<file path="src/rtl/banco_registros_tx.sv">
// Register bank with two write ports and one combinational read port. Writes to
// TX_ADDR are also queued in a small FIFO that the UART drains by handshake.
module banco_registros_tx #(
    parameter int DATA_W     = 32,
    parameter int NUM_REGS   = 4,
    parameter int IN2_W      = 8,
    parameter int TX_ADDR    = 0,
    parameter int FIFO_DEPTH = 4,
    parameter int AW         = (NUM_REGS > 1) ? $clog2(NUM_REGS) : 1,
    localparam int CW        = $clog2(FIFO_DEPTH + 1)
) (
    input  logic              clk,
    input  logic              rst,
    input  logic              wr1_d,
    input  logic [AW-1:0]     addr1,
    input  logic [DATA_W-1:0] in1,
    input  logic              wr2_d,
    input  logic [AW-1:0]     addr2,
    input  logic [DATA_W-1:0] in2,
    input  logic [AW-1:0]     rd_addr,
    output logic [DATA_W-1:0] out,
    output logic [DATA_W-1:0] tx_data,
    output logic              tx_valid,
    input  logic              tx_ready,
    output logic [CW-1:0]     fifo_count,
    output logic              ovf,
    input  logic              ovf_clr
);
    localparam int PW = (FIFO_DEPTH > 1) ? $clog2(FIFO_DEPTH) : 1;

    logic [DATA_W-1:0] registros [NUM_REGS];
    logic [DATA_W-1:0] fifo_mem  [FIFO_DEPTH];
    logic [PW-1:0]     wr_ptr, rd_ptr;
    logic [DATA_W-1:0] in2_ext;
    logic              acc1, acc2, hit1, hit2;
    logic              push, pop, full, push_ok;
    logic [DATA_W-1:0] push_data;

    assign in2_ext = DATA_W'(in2[IN2_W-1:0]);
    assign acc1    = wr1_d && (int'(addr1) < NUM_REGS);
    assign acc2    = wr2_d && (int'(addr2) < NUM_REGS);
    assign hit1    = acc1 && (int'(addr1) == TX_ADDR);
    assign hit2    = acc2 && (int'(addr2) == TX_ADDR);

    // Port 2 wins a collision, so it also supplies the pushed value.
    assign push      = hit1 || hit2;
    assign push_data = hit2 ? in2_ext : in1;

    // Handshake: tx_valid means tx_data holds the FIFO head; a pop happens on
    // any rising edge where tx_valid && tx_ready. tx_data stays put until then.
    assign tx_valid = (fifo_count != '0);
    assign tx_data  = fifo_mem[rd_ptr];
    assign full     = (int'(fifo_count) == FIFO_DEPTH);
    assign pop      = tx_valid && tx_ready;
    assign push_ok  = push && (!full || pop);

    always_comb begin
        out = '0;
        for (int i = 0; i < NUM_REGS; i++) begin
            if (int'(rd_addr) == i) out = registros[i];
        end
    end

    always_ff @(posedge clk) begin
        if (rst) begin
            for (int i = 0; i < NUM_REGS; i++) registros[i] <= '0;
        end else begin
            for (int i = 0; i < NUM_REGS; i++) begin
                if (acc2 && int'(addr2) == i)      registros[i] <= in2_ext;
                else if (acc1 && int'(addr1) == i) registros[i] <= in1;
            end
        end
    end

    // Explicit wrap keeps non-power-of-two depths correct.
    always_ff @(posedge clk) begin
        if (rst) begin
            wr_ptr     <= '0;
            rd_ptr     <= '0;
            fifo_count <= '0;
            ovf        <= 1'b0;
        end else begin
            if (push_ok) begin
                fifo_mem[wr_ptr] <= push_data;
                wr_ptr <= (wr_ptr == PW'(FIFO_DEPTH - 1)) ? '0 : wr_ptr + 1'b1;
            end
            if (pop) begin
                rd_ptr <= (rd_ptr == PW'(FIFO_DEPTH - 1)) ? '0 : rd_ptr + 1'b1;
            end
            if (push_ok && !pop)      fifo_count <= fifo_count + 1'b1;
            else if (!push_ok && pop) fifo_count <= fifo_count - 1'b1;
            if (push && !push_ok)     ovf <= 1'b1;
            else if (ovf_clr)         ovf <= 1'b0;
        end
    end
endmodule
</file>
<file path="config.mk">
export PLATFORM = sky130hd
export DESIGN_NAME = banco_registros_tx
export DESIGN_NICKNAME = d
export VERILOG_FILES = /design/src/rtl/banco_registros_tx.sv
export SDC_FILE = /design/constraint.sdc
export NUM_CORES = 1
export LEC_CHECK = 0
export CORE_MARGIN = 1
export CORE_UTILIZATION = 35
export DETAILED_ROUTE_END_ITERATION = 12
export PLACE_DENSITY = 0.62
export SETUP_SLACK_MARGIN = 0.2
export SLEW_MARGIN = 20
export SYNTH_ARGS = -nofsm -noshare
export SYNTH_HDL_FRONTEND = slang
export SYNTH_SLANG_ARGS = --single-unit
</file>
<file path="constraint.sdc">
create_clock -name clk -period 6.5 [get_ports clk]
set_input_delay 1.3 -clock clk [delete_from_list [all_inputs] [get_ports clk]]
set_output_delay 1.3 -clock clk [all_outputs]
set_load 0.02 [all_outputs]
</file>
==> results of run 1 <==
cell families after synthesis:
family,after synthesis,synth area share (%)
buffers and inverters,42,1.60
DFF,266,70.9
muxes,76,14.1
xor gates and xnor gates,2,0.158
AOI/OAI and AO/OA,34,2.34
and+or+nand+nor,178,9.98
adders and majority gates,7,0.855
layout make-up:
cell class | count | area (sq um)
multi-input combinational | 297 | 3090
inverter | 5 | 18.8
tap | 396 | 495
timing repair buffer | 131 | 1270
fill | 2716 | 17300
clock buffer | 32 | 716
clock inverter | 17 | 149
sequential | 266 | 7890
flip-flops by register name (all words and copies together) (netlist names), named ones only:
name / flops
wr_ptr: 2
fifo_mem: 128
registros: 128
fifo_count: 3
ovf: 1
rd_ptr: 2
stage by stage:
step	worst slack (ns)	instance area [sq um]	hold WS (ns)
3_5_place_dp	1.70	12800	0.469
4_1_cts	1.70	13600	0.489
2_1_floorplan	2.78	11100	0.463
6_report	1.77	13600	0.491
3_3_place_gp	1.71	12800	0.462
5_1_grt	1.59	13600	0.516
where the power goes:
part / internal [W] / switching, W / leakage [nW]
Sequential: 0.00199 / 0.0000580 / 2.53
Clock: 0.000867 / 0.000636 / 0.421
Combinational: 0.000399 / 0.000409 / 1.64
worst reg2reg max path: cells and delay by family, from the launching register on:
family / cells / cell delay (ns)
buffers and inverters: 1 / 0.07
adder cells (fa/ha/maj): 2 / 0.44
XOR/XNOR: 1 / 0.08
flip-flops: 1 / 0.38
AO/OA/AOI/OAI: 2 / 0.28
AND/OR/NAND/NOR: 2 / 1.01
cells in the final DEF (no fill, tap or decap), types with 6 or more instances in the layout:
cell,count
mux4_2,64
mux2_2,8
buf_4,11
clkinv_2,6
and2_1,96
nand2_1,12
nor2b_1,8
nand3_1,10
ha_1,6
dfxtp_1,8
a32o_1,8
o21ai_0,10
clkdlybuf4s50_1,118
edfxtp_1,256
and3_1,24
clkbuf_16,28
o2bb2ai_1,7
path summary, 6_finish.rpt:
path,endpoint,slack [ns],depth (start not counted),startpoint
min,ovf,0.49,2,ovf
min reg2reg,ovf,0.49,2,ovf
max,out[11],1.77,4,rd_addr[0]
max reg2reg,fifo_count[2],4.17,8,fifo_count[0]
synth_stat cells (7+ instances only):
| cell | number | area, sq um |
|---|---|---|
| o21ai_0 | 10 | 50.1 |
| and3_1 | 24 | 150 |
| nand2_1 | 12 | 45.0 |
| a32o_1 | 8 | 80.1 |
| o2bb2ai_1 | 7 | 61.3 |
| and2_1 | 100 | 626 |
| clkbuf_1 | 19 | 71.3 |
| nor2b_1 | 8 | 50.1 |
| dfxtp_1 | 10 | 200 |
| nand3_1 | 12 | 60.1 |
| edfxtp_1 | 256 | 7690 |
| mux4_2 | 64 | 1440 |
| mux2_2 | 8 | 90.1 |
| buf_2 | 10 | 50.1 |
routing by layer:
| metal | share of wire, % | track usage (%) | up-vias |
|---|---|---|---|
| met5 | 0 | 0 | - |
| met4 | 1.1 | 2.91 | 0 |
| met3 | 5.1 | 2.47 | 27 |
| met2 | 49 | 27.0 | 208 |
| met1 | 44 | 22.4 | 3053 |
| li1 | - | - | 2648 |
==> results.cfg, run 1 <==
[status]
status = completed

[worst_hold_path]
min_path_type = reg -> reg

[final_layout]
n_antenna_cell = 0
drive_gt1_share_pct = 18.9
fin_util_pct = 44.1
syn_to_final_growth_pct = 22.6
final_cells = 1144
nets = 812

[worst_setup_path]
cp.required_ns = 5.20
crit_family = buffers and inverters
cp-end-kind = primary output
max_stage_delay_ns = 0.73
path_buf_inv = 3
arrival_ns = 3.43
crit_path_top_delay_cell = buf_2
cp_max_fo = 24
cp-start-kind = input pin
cp_cell_sequence = buf_2, buf_4, mux4_2, clkdlybuf4s50_1
crit_type = in -> out

[drt]
drtIter0Drc = 521
drt.antenna.violating_nets = 0
wl_per_cell_um = 22.8
vias_per_cell = 5.19
firstDrtPassIters = 5
wl_um = 26000
routed-via-count = 5936
drc = 0

[timing]
slew_viol_final = 0
relSlewSlack_pct = 29.4
worst_pin_slew_ns = 1.05
finalSetupTns_ns = 0
clock_skew_ns = 0.00693
hold_violations = 0
min_period_over_period_pct = 72.8
setup_viol = 0
rsz0062_at_grt = false
max_freq_ghz = 0.211
fin_crit_ns = 4.73

[power]
power.total_w = 0.00436
p_per_area_mw_per_mm2 = 320
p_leak_nw = 4.59
max-vdd-ir-drop_v = 0.000195

[place]
dp.cells = 1095
place.gp.congestion = 0.708
hpwl_um = 14900
place.port_buffers = 120

[die]
core_sq_mm = 0.0309
core.rowCount = 64
start_util_pct = 36.0
dieWidth_um = 180
die_y_um = 180
io_pins = 145
dieArea_sq_mm = 0.0325

[grt]
track_usage_pct = 16.1
overflow = 0
grt_pass1_wl_um = 38800
first_global_vias = 6129
grt_max_degree = 42
antenna_found_initial = 0

[clock_network]
path_clk_slew_ns = 0.06
cts_buffers = 28
insertion_delay_ns = 0.54
cts_tree = yes
clockBufferDepth = 3
cts_resized = 0
cts_num_sinks = 266
ctsHtreeMaxLevel = 1
cts_hold_buf = 0
clock-root-buffer = clkbuf_16
cts_setup_buffers = 0

[synth]
synth-async-reset-ratio_pct = 0
seq_area_frac_synth_pct = 70.9
synth_edf_count = 256
synthesis.instances = 605
synthFlopType = edfxtp_1
avgSynthCellArea_sq_um = 18.4
synth_seq_cells = 266
yosysUniqueCellTypes = 44
netlist_area_sq_mm = 0.0111
yosysWarningCount = 0
synth_nets = 688

[flow_run]
cap_violations = 0
Power figures use the tool's default switching activity.
==> run 2: changes to the inputs <==
- clock period: 6.5 -> 4.8 ns (I/O delays scaled with it)
==> run 2 against run 1 <==
Power is 38% higher. Highest routed layer unchanged. Clock power up 43%. Wire length fell by 3.2%. Cell count up 0.96%. Clock skew is 0.0097 ns higher.
==> results.cfg, run 2 (synthesized netlist as in run 1, its figures left out) <==
[status]
status = completed

[timing]
hold_ws_ns = 0.478
relSlewSlack_pct = 29.2
rsz0062_at_grt = false
finalSetupTns_ns = 0
fin_crit_ns = 3.76
clock_skew_ns = 0.0166
min_period_over_period_pct = 78.3
setup_viol = 0
worst_pin_slew_ns = 1.06
hold_violations = 0
final.setup.worst_slack_ns = 1.04
max_freq_ghz = 0.266
slew_viol_final = 0

[drt]
wl_per_cell_um = 21.8
drtIter0Drc = 520
drc = 0
firstDrtPassIters = 4
routed-via-count = 5901
wl_um = 25200
vias_per_cell = 5.11
drt.antenna.violating_nets = 0

[grt]
antenna_found_initial = 1
track_usage_pct = 15.7
grt_max_degree = 42
first_global_vias = 6253
grt_pass1_wl_um = 38300
overflow = 0

[place]
hpwl_um = 15800
pre_cts_ws_ns = 1.00
place.gp.congestion = 0.767
place.port_buffers = 120

[die]
io_pins = 145
dieWidth_um = 180
start_util_pct = 36.0
dieArea_sq_mm = 0.0325
die_y_um = 180
core_sq_mm = 0.0309
core.rowCount = 64

[power]
power.share.clock_pct = 35.7
power_frac_seq_pct = 46.5
switching_share_pct = 24.9
comb_power_share_pct = 17.9
max-vdd-ir-drop_v = 0.000298
p_leak_nw = 4.66
intPower_w = 0.00453
power.total_w = 0.00603
p_per_area_mw_per_mm2 = 438
power_switching_w = 0.00150

[final_layout]
multiInputGateArea_sq_mm = 0.00309
layout.area.seq_sq_mm = 0.00789
nets = 819
layout_common_cells = edfxtp_1, clkdlybuf4s50_1, and2_1
drive_gt1_share_pct = 19.5
nFillCells = 2662
syn_to_final_growth_pct = 23.8
layout_commonest_cell = edfxtp_1
reg_top3 = fifo_mem: 128 flops, registros: 128 flops, fifo_count: 3 flops

[clock_network]
cts_resized = 0
cts_buffers = 28
path_clk_slew_ns = 0.06
cts_setup_buffers = 0
cts_tree = yes
insertion_delay_ns = 0.54
ctsHtreeMaxLevel = 1
clock-root-buffer = clkbuf_16
cts_hold_buf = 0
cts_num_sinks = 266
clockBufferDepth = 3

[worst_hold_path]
min_path_type = reg -> reg

[worst_setup_path]
rrSetupSlack_ns = 2.43
arrival_ns = 2.80
cp_max_fo = 22
crit_type = in -> out
cp.required_ns = 3.84
cp-end-kind = primary output
cp-start-kind = input pin

[flow_run]
cap_violations = 0
-- run 2: cell count changes in the layout (fill, tap and decap cells not counted), sizes merged --
cell    delta
diode      +1
clkinv     +2
clkbuf     -1
buf        +7
bufinv     +2
-- run 2: power groups by stage --
| stage | registers (W) | clock network (W) | logic (W) |
|---|---|---|---|
| 2_1_floorplan | 0.00280 | 0 | 0.000640 |
| 3_3_place_gp | 0.00286 | 0 | 0.00110 |
| 6_report | 0.00280 | 0.00215 | 0.00108 |
| 5_1_grt | 0.00283 | 0.00227 | 0.00114 |
| 3_5_place_dp | 0.00286 | 0 | 0.00110 |
| 4_1_cts | 0.00281 | 0.00220 | 0.00110 |
-- run 2: worst max-delay path, cell delays in order --
cell and delay [ns]:
buf_2 0.37, buf_12 0.29, mux4_2 0.59, clkdlybuf4s50_1 0.57
-- run 2: final cells by class --
cell class / count / area share (%)
tap: 396 / 3.60
multi-input combinational: 297 / 22.4
antenna: 1 / 0.0182
sequential: 266 / 57.3
clock inverter: 21 / 1.53
timing repair buffer: 138 / 9.81
clock buffer: 31 / 5.17
inverter: 5 / 0.136
-- run 2: worst paths after layout --
kind	start	endpoint	depth (start not counted)
setup / recovery	rd_addr[0]	out[0]	4
hold reg to reg	ovf	ovf	2
hold / removal	ovf	ovf	2
setup reg to reg	fifo_count[0]	fifo_count[2]	7
-- run 2: routing by layer --
layer,up-vias,GRT usage [%],wire length (um)
met2,190,26.6,12600
li1,2662,-,-
met5,-,0,0
met1,3023,20.7,10800
met4,0,3.35,335
met3,26,3.42,1470
-- run 2: per-stage QoR --
step	cell area, sq um	utilization [%]	std cells
final	13800	44.6	1155
after global routing	13800	44.5	1154
after CTS	13800	44.5	1154
after detailed placement	12800	41.6	1102
after global placement	12800	41.6	1102
after floorplan	11100	-	605
==> run 3: changes to the inputs <==
- PLACE_DENSITY: 0.62 -> 0.64
- clock period: 4.8 -> 3.14 ns (I/O delays scaled with it)
==> run 3 against run 2 <==
Combinational power increased by 62%. Global-route usage increased by 0.21 points. Cell area increased by 1.9%. Register-to-register slack got worse by 1.6 ns. First-iteration DRC count increased by 5.0%. Worst hold slack improved by 0.00061 ns. Power increased by 49%. Critical path type is now reg -> out. Highest routed layer is now met5.
==> results.cfg, run 3 (synthesized netlist as in run 1, its figures left out) <==
[drt]
wl_per_cell_um = 21.9
drtIter0Drc = 546
drc = 0
firstDrtPassIters = 5
vias_per_cell = 5.17
drt.antenna.violating_nets = 0
wl_um = 25700
routed-via-count = 6074

[place]
place.port_buffers = 120
place.gp.congestion = 0.759
post_dp_cell_area_sq_mm = 0.0132
dp.cells = 1125
hpwl_um = 15900

[die]
dieArea_sq_mm = 0.0325
core.rowCount = 64
start_util_pct = 36.0
core_sq_mm = 0.0309
die_y_um = 180
io_pins = 145
dieWidth_um = 180

[timing]
worst_pin_slew_ns = 0.543
fin_crit_ns = 2.87
min_period_over_period_pct = 91.4
rsz0062_at_grt = false
relSlewSlack_pct = 63.5
slew_viol_final = 0
setup_viol = 0
max_freq_ghz = 0.348
hold_ws_ns = 0.478
finalSetupTns_ns = 0
clock_skew_ns = 0.0104
hold_violations = 0

[final_layout]
reg_top3 = fifo_mem: 128 flops, registros: 128 flops, fifo_count: 3 flops
nets = 843
final_cells = 1175
n_antenna_cell = 0
fin_util_pct = 45.4
syn_to_final_growth_pct = 26.2
fin_area_sq_mm = 0.0140
layout_commonest_cell = edfxtp_1
drive_gt1_share_pct = 21.4
layout_common_cells = edfxtp_1, and2_1, clkdlybuf4s50_1

[grt]
track_usage_pct = 15.9
first_global_vias = 6375
grt_pass1_wl_um = 38900
grt_max_degree = 41
antenna_found_initial = 1
overflow = 0

[worst_setup_path]
crit_type = reg -> out
worstReg2RegEnd = fifo_count[2]
cp-start-kind = register
r2r_start = fifo_count[0]
cp-end-kind = primary output
cp_max_fo = 11
rrSetupSlack_ns = 0.86
arrival_ns = 2.24
cp.required_ns = 2.51
r2r_cells = 7

[flow_run]
cap_violations = 0

[status]
status = completed

[clock_network]
path_clk_slew_ns = 0.06
cts_hold_buf = 0
clock-root-buffer = clkbuf_16
cts_buffers = 28
insertion_delay_ns = 0.53
cts_tree = yes
clockBufferDepth = 3
ctsHtreeMaxLevel = 1
cts_num_sinks = 266

[worst_hold_path]
holdCritStartpoint = rd_ptr[0]
min_path_type = reg -> reg
whs_path_depth = 2

[power]
p_leak_nw = 4.89
p_per_area_mw_per_mm2 = 641
max-vdd-ir-drop_v = 0.000428
==> run 3: cell count changes in the layout (fill, tap and decap cells not counted), moves of 2 or more <==
cell | previous run | this run
clkinv_2 | 5 | 3
clkdlybuf4s50_1 | 118 | 93
dlymetal6s2s_1 | 0 | 9
dlygate4sd2_1 | 0 | 16
buf_6 | 0 | 2
buf_12 | 2 | 13
buf_4 | 16 | 26
clkbuf_16 | 28 | 30
clkbuf_1 | 3 | 5
bufinv_16 | 4 | 1
==> run 3: repair_timing <==
action,4_1_cts,5_1_grt
gates resized for setup,17,11
setup buffers,0,0
endpoints found under the setup margin,29,15
gates cloned,0,1
==> run 3: cell type report <==
cell class	instances	area [sq um]
inverter	5	18.8
multi-input combinational	297	3090
fill	2698	16900
tap	396	495
clock buffer	34	744
clock inverter	15	93.8
timing repair buffer	162	1700
sequential	266	7890
==> run 3: where the power goes <==
group,internal (W),leakage [nW],total (W),switching (W)
Clock,0.00175,0.404,0.00303,0.00128
Combinational,0.000862,1.96,0.00175,0.000889
Sequential,0.00413,2.53,0.00422,0.0000955
==> run 3: per-layer routing <==
layer  global-route usage, %  wire length (um)  vias to the layer above
met5                       0                13                        -
met4                    3.97               488                        2
met3                    2.97              1640                       37
met2                    26.4             12500                      229
met1                    21.5             11100                     3096
li1                        -                 -                     2710
==> run 3: worst max-delay path by stage <==
stage / from / to / slack [ns] / cells after the start
after floorplan: addr2[0] / fifo_count[2] / 0.54 / 9
final: register / tx_data[7] / 0.27 / 3
after detailed placement: addr2[0] / fifo_count[2] / 0.10 / 9
after CTS: register / tx_data[13] / 0.16 / 3
after global routing: register / tx_data[22] / 0.20 / 3
after global placement: wr2_d / fifo_count[2] / 0.11 / 9
==> run 3: critical path, cell delays in order (launching register included) <==
cell,delay (ns)
dfxtp_4,0.43
buf_12,0.18
mux4_2,0.53
clkdlybuf4s50_1,0.56
==> run 3: per-stage QoR <==
step | power, W | setup slack (ns)
after floorplan | 0.00525 | 0.539
after global placement | 0.00608 | 0.111
after detailed placement | 0.00610 | 0.101
after CTS | 0.00908 | 0.161
after global routing | 0.00933 | 0.205
final | 0.00900 | 0.270
